### config.mk
export PLATFORM = sky130hd
export DESIGN_NAME = lpm_divide_seq
export DESIGN_NICKNAME = d
export VERILOG_FILES = /design/src/rtl/lpm_divide_pkg.sv /design/src/rtl/lpm_divide_step.sv /design/src/rtl/lpm_divide_seq.sv
export SDC_FILE = /design/constraint.sdc
export NUM_CORES = 1
export LEC_CHECK = 0
export ABC_AREA = 1
export BUFFER_PORTS_ARGS = -buffer_cell sky130_fd_sc_hd__buf_4
export CORE_MARGIN = 2
export CORE_UTILIZATION = 30
export CTS_CLUSTER_DIAMETER = 150
export DETAILED_ROUTE_END_ITERATION = 10
export PLACE_DENSITY_LB_ADDON = 0.3
export SLEW_MARGIN = 20
export SYNTH_ARGS = -nofsm -noshare
export SYNTH_HDL_FRONTEND = slang
export SYNTH_SLANG_ARGS = --single-unit
### constraint.sdc
create_clock -name clock -period 3 [get_ports clock]
set_input_delay 0.6 -clock clock [delete_from_list [all_inputs] [get_ports clock]]
set_output_delay 0.6 -clock clock [all_outputs]
set_load 0.02 [all_outputs]
### src/rtl/lpm_divide_pkg.sv
// Shared definitions for the sequential LPM divider: FSM encoding,
// representation names and the iteration-counter width helper.
package lpm_divide_pkg;

  localparam logic [1:0] IDLE = 2'd0;
  localparam logic [1:0] CALC = 2'd1;
  localparam logic [1:0] FIX  = 2'd2;

  localparam string RepUnsigned = "UNSIGNED";
  localparam string RepSigned   = "SIGNED";

  // Bits needed to hold the values 0..n inclusive.
  function automatic int unsigned cnt_width(input int unsigned n);
    return $clog2(n + 1);
  endfunction

endpackage

### src/rtl/lpm_divide_step.sv
// One restoring-division step: shift in the next numerator bit, trial-subtract
// the divisor, keep the difference if non-negative, otherwise restore.
module lpm_divide_step #(
  parameter int unsigned Width = 8
) (
  input  logic [Width:0]   rem_i,
  input  logic             bit_i,
  input  logic [Width-1:0] div_i,
  output logic [Width:0]   rem_o,
  output logic             q_o
);

  logic [Width+1:0] trial;

  // Compare on the full shifted value; the kept result always fits Width+1 bits.
  always_comb begin
    trial = {rem_i, bit_i};
    q_o   = (trial >= {2'b00, div_i});
    rem_o = trial[Width:0] - (q_o ? {1'b0, div_i} : {(Width + 1){1'b0}});
  end

endmodule

### src/rtl/lpm_divide_seq.sv
// Iterative restoring divider, one quotient bit per enabled clock.
// Optional macro LPM_DIVIDE_OVERFLOW_EN adds the registered 'overflow' output.
module lpm_divide_seq
  import lpm_divide_pkg::*;
#(
  parameter int unsigned lpm_widthn         = 8,
  parameter int unsigned lpm_widthd         = 8,
  parameter string       lpm_representation = "UNSIGNED",
  parameter string       lpm_hint           = "UNUSED"
) (
  input  logic                  clock,
  input  logic                  aclr,
  input  logic                  clken,
  input  logic                  start,
  input  logic [lpm_widthn-1:0] numer,
  input  logic [lpm_widthd-1:0] denom,
  output logic                  busy,
  output logic                  done,
  output logic [lpm_widthn-1:0] quotient,
  output logic [lpm_widthd-1:0] remain,
  output logic                  div_by_zero
`ifdef LPM_DIVIDE_OVERFLOW_EN
  ,
  output logic                  overflow
`endif
);

  localparam int unsigned WN       = lpm_widthn;
  localparam int unsigned WD       = lpm_widthd;
  localparam int unsigned CntW     = cnt_width(lpm_widthn);
  localparam bit          IsSigned = (lpm_representation == RepSigned);

  if ((lpm_representation != RepSigned) && (lpm_representation != RepUnsigned)) begin : g_bad_rep
    $error("lpm_divide_seq: unsupported lpm_representation \"%s\" (lpm_hint \"%s\")",
           lpm_representation, lpm_hint);
  end

  logic [1:0]      state_q, state_d;
  logic [CntW-1:0] cnt_q, cnt_d;
  logic [WN-1:0]   num_q, num_d;     // numerator magnitude, becomes quotient magnitude
  logic [WD:0]     rem_q, rem_d;     // partial remainder
  logic [WD-1:0]   dmag_q, dmag_d;
  logic            neg_n_q, neg_n_d, neg_d_q, neg_d_d, dz_q, dz_d;
  logic            busy_q, busy_d, done_q, done_d, dbz_q, dbz_d;
  logic [WN-1:0]   quo_q, quo_d;
  logic [WD-1:0]   remo_q, remo_d;
`ifdef LPM_DIVIDE_OVERFLOW_EN
  localparam logic [WN-1:0] MinN = {1'b1, {(WN - 1){1'b0}}};
  logic            ovp_q, ovp_d, ovf_q, ovf_d;
`endif

  logic            sn, sd;
  logic [WN-1:0]   nmag;
  logic [WD-1:0]   dmag;
  logic [WD:0]     step_rem;
  logic            step_q;

  lpm_divide_step #(
    .Width (WD)
  ) u_step (
    .rem_i (rem_q),
    .bit_i (num_q[WN-1]),
    .div_i (dmag_q),
    .rem_o (step_rem),
    .q_o   (step_q)
  );

  // Next-state logic: operand capture in IDLE, iteration in CALC, sign fix-up in FIX.
  always_comb begin
    state_d = state_q;
    cnt_d   = cnt_q;
    num_d   = num_q;
    rem_d   = rem_q;
    dmag_d  = dmag_q;
    neg_n_d = neg_n_q;
    neg_d_d = neg_d_q;
    dz_d    = dz_q;
    busy_d  = busy_q;
    done_d  = 1'b0;
    dbz_d   = dbz_q;
    quo_d   = quo_q;
    remo_d  = remo_q;
`ifdef LPM_DIVIDE_OVERFLOW_EN
    ovp_d   = ovp_q;
    ovf_d   = ovf_q;
`endif
    sn   = IsSigned && numer[WN-1];
    sd   = IsSigned && denom[WD-1];
    nmag = sn ? (~numer + 1'b1) : numer;
    dmag = sd ? (~denom + 1'b1) : denom;

    case (state_q)
      IDLE: begin
        if (start) begin
          neg_n_d = sn;
          neg_d_d = sd;
          dmag_d  = dmag;
          rem_d   = '0;
          busy_d  = 1'b1;
          dz_d    = (denom == '0);
`ifdef LPM_DIVIDE_OVERFLOW_EN
          ovp_d   = IsSigned && (numer == MinN) && (denom == '1);
`endif
          if (denom == '0) begin
            // Raw numerator kept so its low bits can be returned as the remainder.
            num_d   = numer;
            state_d = FIX;
          end else begin
            num_d   = nmag;
            cnt_d   = CntW'(WN);
            state_d = CALC;
          end
        end
      end
      CALC: begin
        rem_d = step_rem;
        num_d = {num_q[WN-2:0], step_q};
        cnt_d = cnt_q - 1'b1;
        if (cnt_q == CntW'(1)) begin
          state_d = FIX;
        end
      end
      FIX: begin
        if (dz_q) begin
          quo_d  = '1;
          remo_d = num_q[WD-1:0];
        end else begin
          quo_d  = (neg_n_q ^ neg_d_q) ? (~num_q + 1'b1) : num_q;
          remo_d = neg_n_q ? (~rem_q[WD-1:0] + 1'b1) : rem_q[WD-1:0];
        end
        dbz_d   = dz_q;
`ifdef LPM_DIVIDE_OVERFLOW_EN
        ovf_d   = dz_q | ovp_q;
`endif
        done_d  = 1'b1;
        busy_d  = 1'b0;
        state_d = IDLE;
      end
      default: state_d = IDLE;
    endcase
  end

  // State registers: async clear, everything frozen while clken is low.
  always_ff @(posedge clock or posedge aclr) begin
    if (aclr) begin
      state_q <= IDLE;
      cnt_q   <= '0;
      num_q   <= '0;
      rem_q   <= '0;
      dmag_q  <= '0;
      neg_n_q <= 1'b0;
      neg_d_q <= 1'b0;
      dz_q    <= 1'b0;
      busy_q  <= 1'b0;
      done_q  <= 1'b0;
      dbz_q   <= 1'b0;
      quo_q   <= '0;
      remo_q  <= '0;
`ifdef LPM_DIVIDE_OVERFLOW_EN
      ovp_q   <= 1'b0;
      ovf_q   <= 1'b0;
`endif
    end else if (clken) begin
      state_q <= state_d;
      cnt_q   <= cnt_d;
      num_q   <= num_d;
      rem_q   <= rem_d;
      dmag_q  <= dmag_d;
      neg_n_q <= neg_n_d;
      neg_d_q <= neg_d_d;
      dz_q    <= dz_d;
      busy_q  <= busy_d;
      done_q  <= done_d;
      dbz_q   <= dbz_d;
      quo_q   <= quo_d;
      remo_q  <= remo_d;
`ifdef LPM_DIVIDE_OVERFLOW_EN
      ovp_q   <= ovp_d;
      ovf_q   <= ovf_d;
`endif
    end
  end

  assign busy        = busy_q;
  assign done        = done_q;
  assign quotient    = quo_q;
  assign remain      = remo_q;
  assign div_by_zero = dbz_q;
`ifdef LPM_DIVIDE_OVERFLOW_EN
  assign overflow    = ovf_q;
`endif

endmodule

==> results of run 1 <==
[Yosys cell counts (all sizes together)]
library cell and instances:
dfrtp 51, clkbuf 1, nor2 37, o21ai 27, ha 18, nand3 13
nand2 109, o211ai 8, a31oi 8, o21a 1, a21oi 17, nand4 3
inv 50, xnor2 2, o31ai 1, fa 1, buf 6, nand3b 2
o21bai 1
[flip-flops by register name, summed over array words and instances, names as in the netlist]
| register | count |
|---|---|
| remain | 8 |
| rem_q | 9 |
| busy | 1 |
| num_q | 8 |
| div_by_zero | 1 |
| cnt_q | 4 |
| quotient | 8 |
| state_q | 2 |
| dmag_q | 8 |
| done | 1 |
| dz_q | 1 |
[routing by layer]
layer	part of all wire (%)	routed length (um)	global-route usage, %	vias to the layer above
li1	-	-	-	1219
met1	47	3040	17.8	1120
met2	50	3240	23.5	23
met3	1.7	113	2.28	6
met4	1.2	76	2.91	0
met5	0	0	0	-
[cells by family (layout without fill, tap and decap cells)]
kind of cell,Yosys count,count (layout),share of synthesized area [%]
xor+xnor,2,2,0.617
simple gates,164,164,24.5
compound gates,63,63,12.9
buf+inv,57,97,8.37
fa+ha+maj,19,19,8.63
flops,51,51,44.9
[through the flow]
stage / setup WS (ns) / utilization, % / area (sq um) / power [mW]
finish: 0.322 / 36.1 / 3320 / 3.86
detailed placement: 0.357 / 35.1 / 3230 / 3.47
CTS: 0.323 / 36.1 / 3320 / 3.90
floorplan: 0.582 / - / 2840 / 2.86
global route: 0.0160 / 36.1 / 3320 / 4.30
global placement: 0.378 / 35.1 / 3230 / 3.42
[where the power goes]
part / switching [mW] / leakage (nW) / internal (mW)
Combinational: 1.35 / 1.02 / 0.819
Sequential: 0.249 / 0.616 / 1.01
Clock: 0.254 / 0.0463 / 0.172
Total: 1.86 / 1.68 / 2.00
[layout make-up]
| cell class | count | area (sq um) |
|---|---|---|
| fill | 990 | 5870 |
| multi-input combinational | 248 | 1330 |
| tap | 111 | 139 |
| sequential | 51 | 1280 |
| timing repair buffer | 39 | 293 |
| inverter | 50 | 190 |
| clock inverter | 3 | 27.5 |
| clock buffer | 5 | 68.8 |
[worst max-delay path by stage]
stage               end     start  slack (ns)
3_5_place_dp   rem_q[8]  rem_q[4]        0.36
4_1_cts        rem_q[6]  rem_q[3]        0.32
5_1_grt        rem_q[6]  rem_q[2]        0.02
2_1_floorplan  rem_q[6]  rem_q[6]        0.58
3_3_place_gp   rem_q[6]  rem_q[4]        0.38
6_report       rem_q[6]  rem_q[4]        0.32
[worst max-delay path, stage by stage (launching register included)]
cell	delay (ns)
sky130_fd_sc_hd__dfrtp_1	0.44
sky130_fd_sc_hd__ha_1	0.34
sky130_fd_sc_hd__nand2_1	0.05
sky130_fd_sc_hd__inv_1	0.05
sky130_fd_sc_hd__nand2_1	0.04
sky130_fd_sc_hd__nand2_1	0.06
sky130_fd_sc_hd__nand2_1	0.07
sky130_fd_sc_hd__nand3_1	0.24
sky130_fd_sc_hd__nand2_1	0.08
sky130_fd_sc_hd__inv_1	0.06
sky130_fd_sc_hd__ha_1	0.13
sky130_fd_sc_hd__inv_1	0.06
sky130_fd_sc_hd__fa_1	0.42
sky130_fd_sc_hd__nand3_1	0.09
sky130_fd_sc_hd__nand3_1	0.12
sky130_fd_sc_hd__nand3_1	0.12
sky130_fd_sc_hd__nand3_1	0.07
sky130_fd_sc_hd__nand3_1	0.08
sky130_fd_sc_hd__nand2_1	0.05
==> reports/metrics.sh, run 1 <==
DIE_WIDTH_UM=101
GLOBALPLACE.CONGESTION=0.847
CP_DATA_ARRIVAL_TIME_NS=2.88
CRIT_PATH_LAUNCH_TYPE='flop'
SHARE_OF_LAYOUT_CELLS_ABOVE_DRIVE_STRENGTH_1_PCT=14.9
LAYOUT_COMMON_CELLS='sky130_fd_sc_hd__nand2_1 (108), sky130_fd_sc_hd__dfrtp_1 (51), sky130_fd_sc_hd__inv_1 (46)'
DR.PASS1.ITERS=4
POST_SYNTH.CELL_AREA_AVG_SQ_UM=7.98
TOTAL_LEAKAGE_POWER_nW=1.68
VIAS=2368
LAYOUT.CELLS.MOST_COMMON='sky130_fd_sc_hd__nand2_1'
FMAXACHIEVABLE_MHz=373
SYNTH.FF_LATCH_COUNT=51
WORST_HOLD_PATH_TYPE='in -> async'
GRT_START_MAX_NET_PINS=40
POST-ROUTE-DRC-COUNT=0
CP-END-KIND='flop'
GRT.OVERFLOW.TOTAL=0
HTREE_NUM_LEVELS=2
FINALSETUPTNS_NS=0
FLOORPLAN.INITIALDENSITY_PCT=30.9
FIRST_GLOBAL_VIAS=2330
STATUS='completed'
POSTCTSHOLDBUFS=0
WHS_NS=0.223
PORT-BUFFER-COUNT=38
LAYOUT_MIN_CYCLE_TIME_NS=2.68
ANTENNA_FOUND_INITIAL=0
WORSTPATHMAXFANOUT=8
FINISH.CELL_COUNT_WITHOUT_FILLERS=507
CRITPATHKIND='reg -> reg'
TIMING.SLEW.HEADROOM_PCT=48.9
GROUTE.USAGE.OVERALL_PCT=13.6
WORST-R2R-CELL-COUNT=18
CELLPOWERDENSITY_mW_PER_MM2=1160
YS_TYPES=29
DIE_HEIGHT_UM=101
POST_SYNTH_INST_COUNT=356
CLKSINKCOUNT=51
SYNTH_SEQUENTIAL_AREA_RATIO_PCT=44.9
PLACE_INST=499
WORST_R2R_STARTPOINT='rem_q[4]'
FINAL_NET_COUNT=434
DIE-AREA_SQ_MM=0.0103
CTS_MADE_BUFFERS=5
REGTOREGENDPOINT='rem_q[6]'
CLK_PIN_SLEW_WORST_PATHS_NS=0.11
SYNTH_TOP_CELLS_BY_AREA='sky130_fd_sc_hd__dfrtp_1 (45%), sky130_fd_sc_hd__nand2_1 (14%), sky130_fd_sc_hd__ha_1 (7.9%), sky130_fd_sc_hd__inv_1 (6.2%), sky130_fd_sc_hd__nor2_1 (4.4%)'
FINAL_COUNT_OF_NEGATIVE_SETUP_SLACK_ENDPOINTS=0
I_O_PIN_TOTAL=39
ANTENNA_VIOLATING_NETS_POST_ROUTE=0
CTS_TREE='built'
WORST_VDD_IR_uV=361
POSTCTSSETUPBUFFERS=0
WORST-SLEW-PIN-TRANSITION_NS=0.765
FINAL-HOLD-VIOLATION-COUNT=0
POST_CTS_RESIZE_COUNT=0
ROUTED_WIRE_LENGTH_UM=6470
REG2REG_SETUP_SLACK_NS=0.32
SYN-CELL-AREA_SQ_MM=0.00284
FINCLKSKEW_NS=0.0112
CLK_PATH_BUF_DEPTH=2
SYNTH_LARGEST_AREA_CELL='sky130_fd_sc_hd__dfrtp_1'
DRT_ITER0_MARKERS=76
GRT_FIRST_PASS_WIRELENGTH_UM=11100
SYN-NUM-NETS=395
DRV_SLEW=0
SYNTHDOMINANTCELLAREASHARE_PCT=44.9
CTS-ROOT-BUF='sky130_fd_sc_hd__clkbuf_8'
POST_DRT_VIA_CELL_RATIO=4.67
WORST-ENDPOINT-REQUIRED_NS=3.20
ANTENNADIODECOUNT=0
RSZ0062_AT_GRT='no'
FIN_CRIT_SH_PCT=89.3
DPL.HPWL_UM=4980
YS_WARN_COUNT=0
CORE.ROWCOUNT=35
AREA.GROWTH.SYNTH_TO_FINAL_PCT=16.9
POST_DRT_WL_PER_CELL_UM=12.8
CLOCK_INSERTION_DELAY_WORST_SKEW_NS=0.31
MAX_CAP_VIOLATIONS=0
CORE_REGION_AREA_SQ_MM=0.00920
Power figures use the tool's default switching activity.
==> run 2: changes to the inputs <==
REMOVE_ABC_BUFFERS = 1   (was not set)
SETUP_SLACK_MARGIN = 0.5   (was not set)
==> run 2 against run 1 <==
Compared with the run above: clock power down 1%; first-iteration DRC count up 86%; worst hold slack better by 0.11 ns; final cell count up 2.6%; fmax up 9.2%; cell area up 6.4%; critical endpoint unchanged; largest cell class unchanged; highest routed layer unchanged.
==> reports/metrics.sh, run 2 (synthesis gave the netlist of run 1 again) <==
STATUS='completed'
CRIT_TOP_CELL='sky130_fd_sc_hd__nand2_1'
ROUTED_WIRE_LENGTH_UM=6890  # +6.5%
FINISH.CELL_COUNT_WITHOUT_FILLERS=520  # +2.6%
DIE_WIDTH_UM=101  # unchanged
WORST-SLEW-PIN-TRANSITION_NS=0.726  # -0.0386 ns
DIE-AREA_SQ_MM=0.0103  # unchanged
POST-ROUTE-DRC-COUNT=0  # unchanged
CPMAXSTAGEDELAYCELL='sky130_fd_sc_hd__dfrtp_1'
HTREE_NUM_LEVELS=2  # unchanged
PRE_CTS_WS_NS=0.296  # -0.0606 ns
FLOORPLAN.INITIALDENSITY_PCT=30.9  # unchanged
GRT.OVERFLOW.TOTAL=0  # unchanged
REGISTERS.TOP_BY_FF_COUNT='rem_q'
WORST_R2R_STARTPOINT='rem_q[2]'
GRT_FIRST_PASS_WIRELENGTH_UM=11300  # +2.1%
GROUTE.USAGE.OVERALL_PCT=13.9  # +0.31 points
WORSTPATHMAXFANOUT=6  # -2
TOTAL_SWITCHING_POWER_mW=2.01  # +8.3%
FIRST_GLOBAL_VIAS=2420  # +3.9%
REG2REG_SETUP_SLACK_NS=0.55  # +0.23 ns
REGTOREGENDPOINT='rem_q[6]'
FIN_CRIT_SH_PCT=81.7  # -7.5 points
DRV_SLEW=0  # unchanged
PLACE_INST=501  # +0.40%
RSZ0062_AT_GRT='yes'
LAYOUT_MIN_CYCLE_TIME_NS=2.45  # -0.226 ns
FINAL-HOLD-VIOLATION-COUNT=0  # unchanged
WORST-ENDPOINT-REQUIRED_NS=3.24  # +0.04 ns
CHAIN_OF_CELLS_FORMING_THE_CRITICAL_PATH='ha_4, nand4_1, nor2_1, nand2_2, nand3_4, nand2_1, inv_1, ha_2, inv_2, fa_2, nand3_2, nand3_4, nand3_2, nand2_1, nand2_1, nand3_1, nand2_1'
SHARE_OF_LAYOUT_CELLS_ABOVE_DRIVE_STRENGTH_1_PCT=23.5  # +8.6 points
CLOCK_POWER_SHARE_PCT=9.9  # -1.2 points
POWER.SWITCHING_FRACTION_PCT=47.3  # -0.82 points
POST_DRT_WL_PER_CELL_UM=13.3  # +3.9%
TOTAL_LEAKAGE_POWER_nW=1.76  # +4.8%
WORST-R2R-CELL-COUNT=17  # -1
ANTENNADIODECOUNT=0  # unchanged
CORE.ROWCOUNT=35  # unchanged
POST_DRT_VIA_CELL_RATIO=4.75  # +1.7%
COMB_POWER_SHARE_PCT=60.6  # +4.3 points
WORST_PATH_DOMINANT_CELL_FAMILY='simple AND/OR/NAND/NOR gates'
AREA.GROWTH.SYNTH_TO_FINAL_PCT=24.4
PLACED_CELL_AREA_SQ_MM=0.00324  # +0.47%
CTS_MADE_BUFFERS=5  # unchanged
CTS-ROOT-BUF='sky130_fd_sc_hd__clkbuf_8'
MAX_CAP_VIOLATIONS=0  # unchanged
INTERNAL_POWER_mW=2.24  # +12%
FMAXACHIEVABLE_MHz=408  # +9.2%
CP-END-KIND='flop'
ANTENNA_FOUND_INITIAL=0  # unchanged
ANTENNA_VIOLATING_NETS_POST_ROUTE=0  # unchanged
CORE_REGION_AREA_SQ_MM=0.00920  # unchanged
FINCLKSKEW_NS=0.0102  # -0.000937 ns
LAYOUT_COMMON_CELLS='sky130_fd_sc_hd__nand2_1 (103), sky130_fd_sc_hd__buf_4 (53), sky130_fd_sc_hd__dfrtp_1 (49)'
PORT-BUFFER-COUNT=38  # unchanged
DRT_ITER0_MARKERS=141  # +86%
CP_BUF_INV_COUNT=2  # -1
ENDPOINT='rem_q[6]'
FINALSETUPTNS_NS=0  # unchanged
DIE_HEIGHT_UM=101  # unchanged
WORST_VDD_IR_uV=393  # +9.0%
CRIT_PATH_MAX_INCR_DELAY_NS=0.45  # about the same
CRITPATHKIND='reg -> reg'
I_O_PIN_TOTAL=39  # unchanged
DPL.HPWL_UM=4990  # +0.34%
CLKSINKCOUNT=51  # unchanged
GLOBALPLACE.CONGESTION=0.826  # -2.4%
FINAL_AREA_SQ_MM=0.00353  # +6.4%
FINAL.SETUP.WORST_SLACK_NS=0.549  # +0.226 ns
DR.PASS1.ITERS=4  # unchanged
NUMBER_OF_CELLS_ON_THE_CRITICAL_PATH=17  # -1
SEQUENTIALPOWERSHARE_PCT=29.6  # -3.0 points
WORST_HOLD_PATH_TYPE='in -> async'
GRT_START_MAX_NET_PINS=30  # -25%
CELLPOWERDENSITY_mW_PER_MM2=1200  # +3.6%
FINAL_COUNT_OF_NEGATIVE_SETUP_SLACK_ENDPOINTS=0  # unchanged
LARGEST_REG_FLOPS=9  # unchanged
CLK_PIN_SLEW_WORST_PATHS_NS=0.10  # about the same
TIMING.SLEW.HEADROOM_PCT=51.5  # +2.6 points
CLOCK_INSERTION_DELAY_WORST_SKEW_NS=0.31  # about the same
FINAL_NET_COUNT=448  # +3.2%
CP_DATA_ARRIVAL_TIME_NS=2.69  # -0.19 ns
LAYOUT.CELLS.MOST_COMMON='sky130_fd_sc_hd__nand2_1'
CLK_PATH_BUF_DEPTH=2  # unchanged
FINAL_CORE_UTIL_PCT=38.4  # +2.3 points
VIAS=2470  # +4.3%
CRITICAL_PATH.STARTPOINT='rem_q[2]'
CRIT_PATH_LAUNCH_TYPE='flop'
CTS_TREE='built'
run 2: how the worst min path moves through the flow:
stage	start	endpoint	slack (ns)	cells past startpoint
finish	aclr	div_by_zero	0.33	3
detailed placement	rem_q[8]	rem_q[8]	0.48	2
global placement	rem_q[8]	rem_q[8]	0.47	2
CTS	aclr	div_by_zero	0.34	3
global route	aclr	div_by_zero	0.36	3
floorplan	rem_q[8]	rem_q[8]	0.45	2
run 2: stage by stage:
step                hold WS (ns)  total power [mW]
global placement           0.471              3.43
floorplan                  0.454              2.81
CTS                        0.343              3.96
finish                     0.329              4.25
global route               0.357              4.67
detailed placement         0.479              3.47
run 2: timing repair:
| item | 4_1_cts | 5_1_grt |
|---|---|---|
| resized for setup | 3 | 25 |
| setup buffers | 4 | 8 |
| pin swaps | 0 | 10 |
| setup endpoints to repair | 4 | 5 |
| hold buffers | 0 | 0 |
run 2: worst register-to-register path, cell delays in order (launching register included):
cell                      delay (ns)
sky130_fd_sc_hd__dfrtp_1        0.45
sky130_fd_sc_hd__ha_4           0.30
sky130_fd_sc_hd__nand4_1        0.08
sky130_fd_sc_hd__nor2_1         0.13
sky130_fd_sc_hd__nand2_2        0.09
sky130_fd_sc_hd__nand3_4        0.11
sky130_fd_sc_hd__nand2_1        0.06
sky130_fd_sc_hd__inv_1          0.06
sky130_fd_sc_hd__ha_2           0.16
sky130_fd_sc_hd__inv_2          0.04
sky130_fd_sc_hd__fa_2           0.38
sky130_fd_sc_hd__nand3_2        0.10
sky130_fd_sc_hd__nand3_4        0.09
sky130_fd_sc_hd__nand3_2        0.08
sky130_fd_sc_hd__nand2_1        0.05
sky130_fd_sc_hd__nand2_1        0.05
sky130_fd_sc_hd__nand3_1        0.08
sky130_fd_sc_hd__nand2_1        0.07
run 2: layer usage:
metal,track usage (%),wire length (um),part of all wire [%],vias to the layer above
li1,-,-,-,1250
met1,16.9,2950,43,1174
met2,25.5,3720,54,38
met3,2.14,175,2.5,8
met4,3.53,51,0.74,0
met5,0,0,0,-
run 2: area by class of cell:
type | count | area [sq um]
clock buffer | 6 | 82.6
clock inverter | 1 | 8.76
fill | 976 | 5660
inverter | 50 | 190
multi-input combinational | 248 | 1440
sequential | 51 | 1280
tap | 111 | 139
timing repair buffer | 53 | 398
run 2: power by group through the flow:
stage / sequential (mW) / clock (mW) / combinational [mW]
CTS: 1.25 / 0.434 / 2.27
floorplan: 1.36 / 0 / 1.45
finish: 1.26 / 0.420 / 2.57
global placement: 1.27 / 0 / 2.16
global route: 1.30 / 0.460 / 2.91
detailed placement: 1.28 / 0 / 2.19
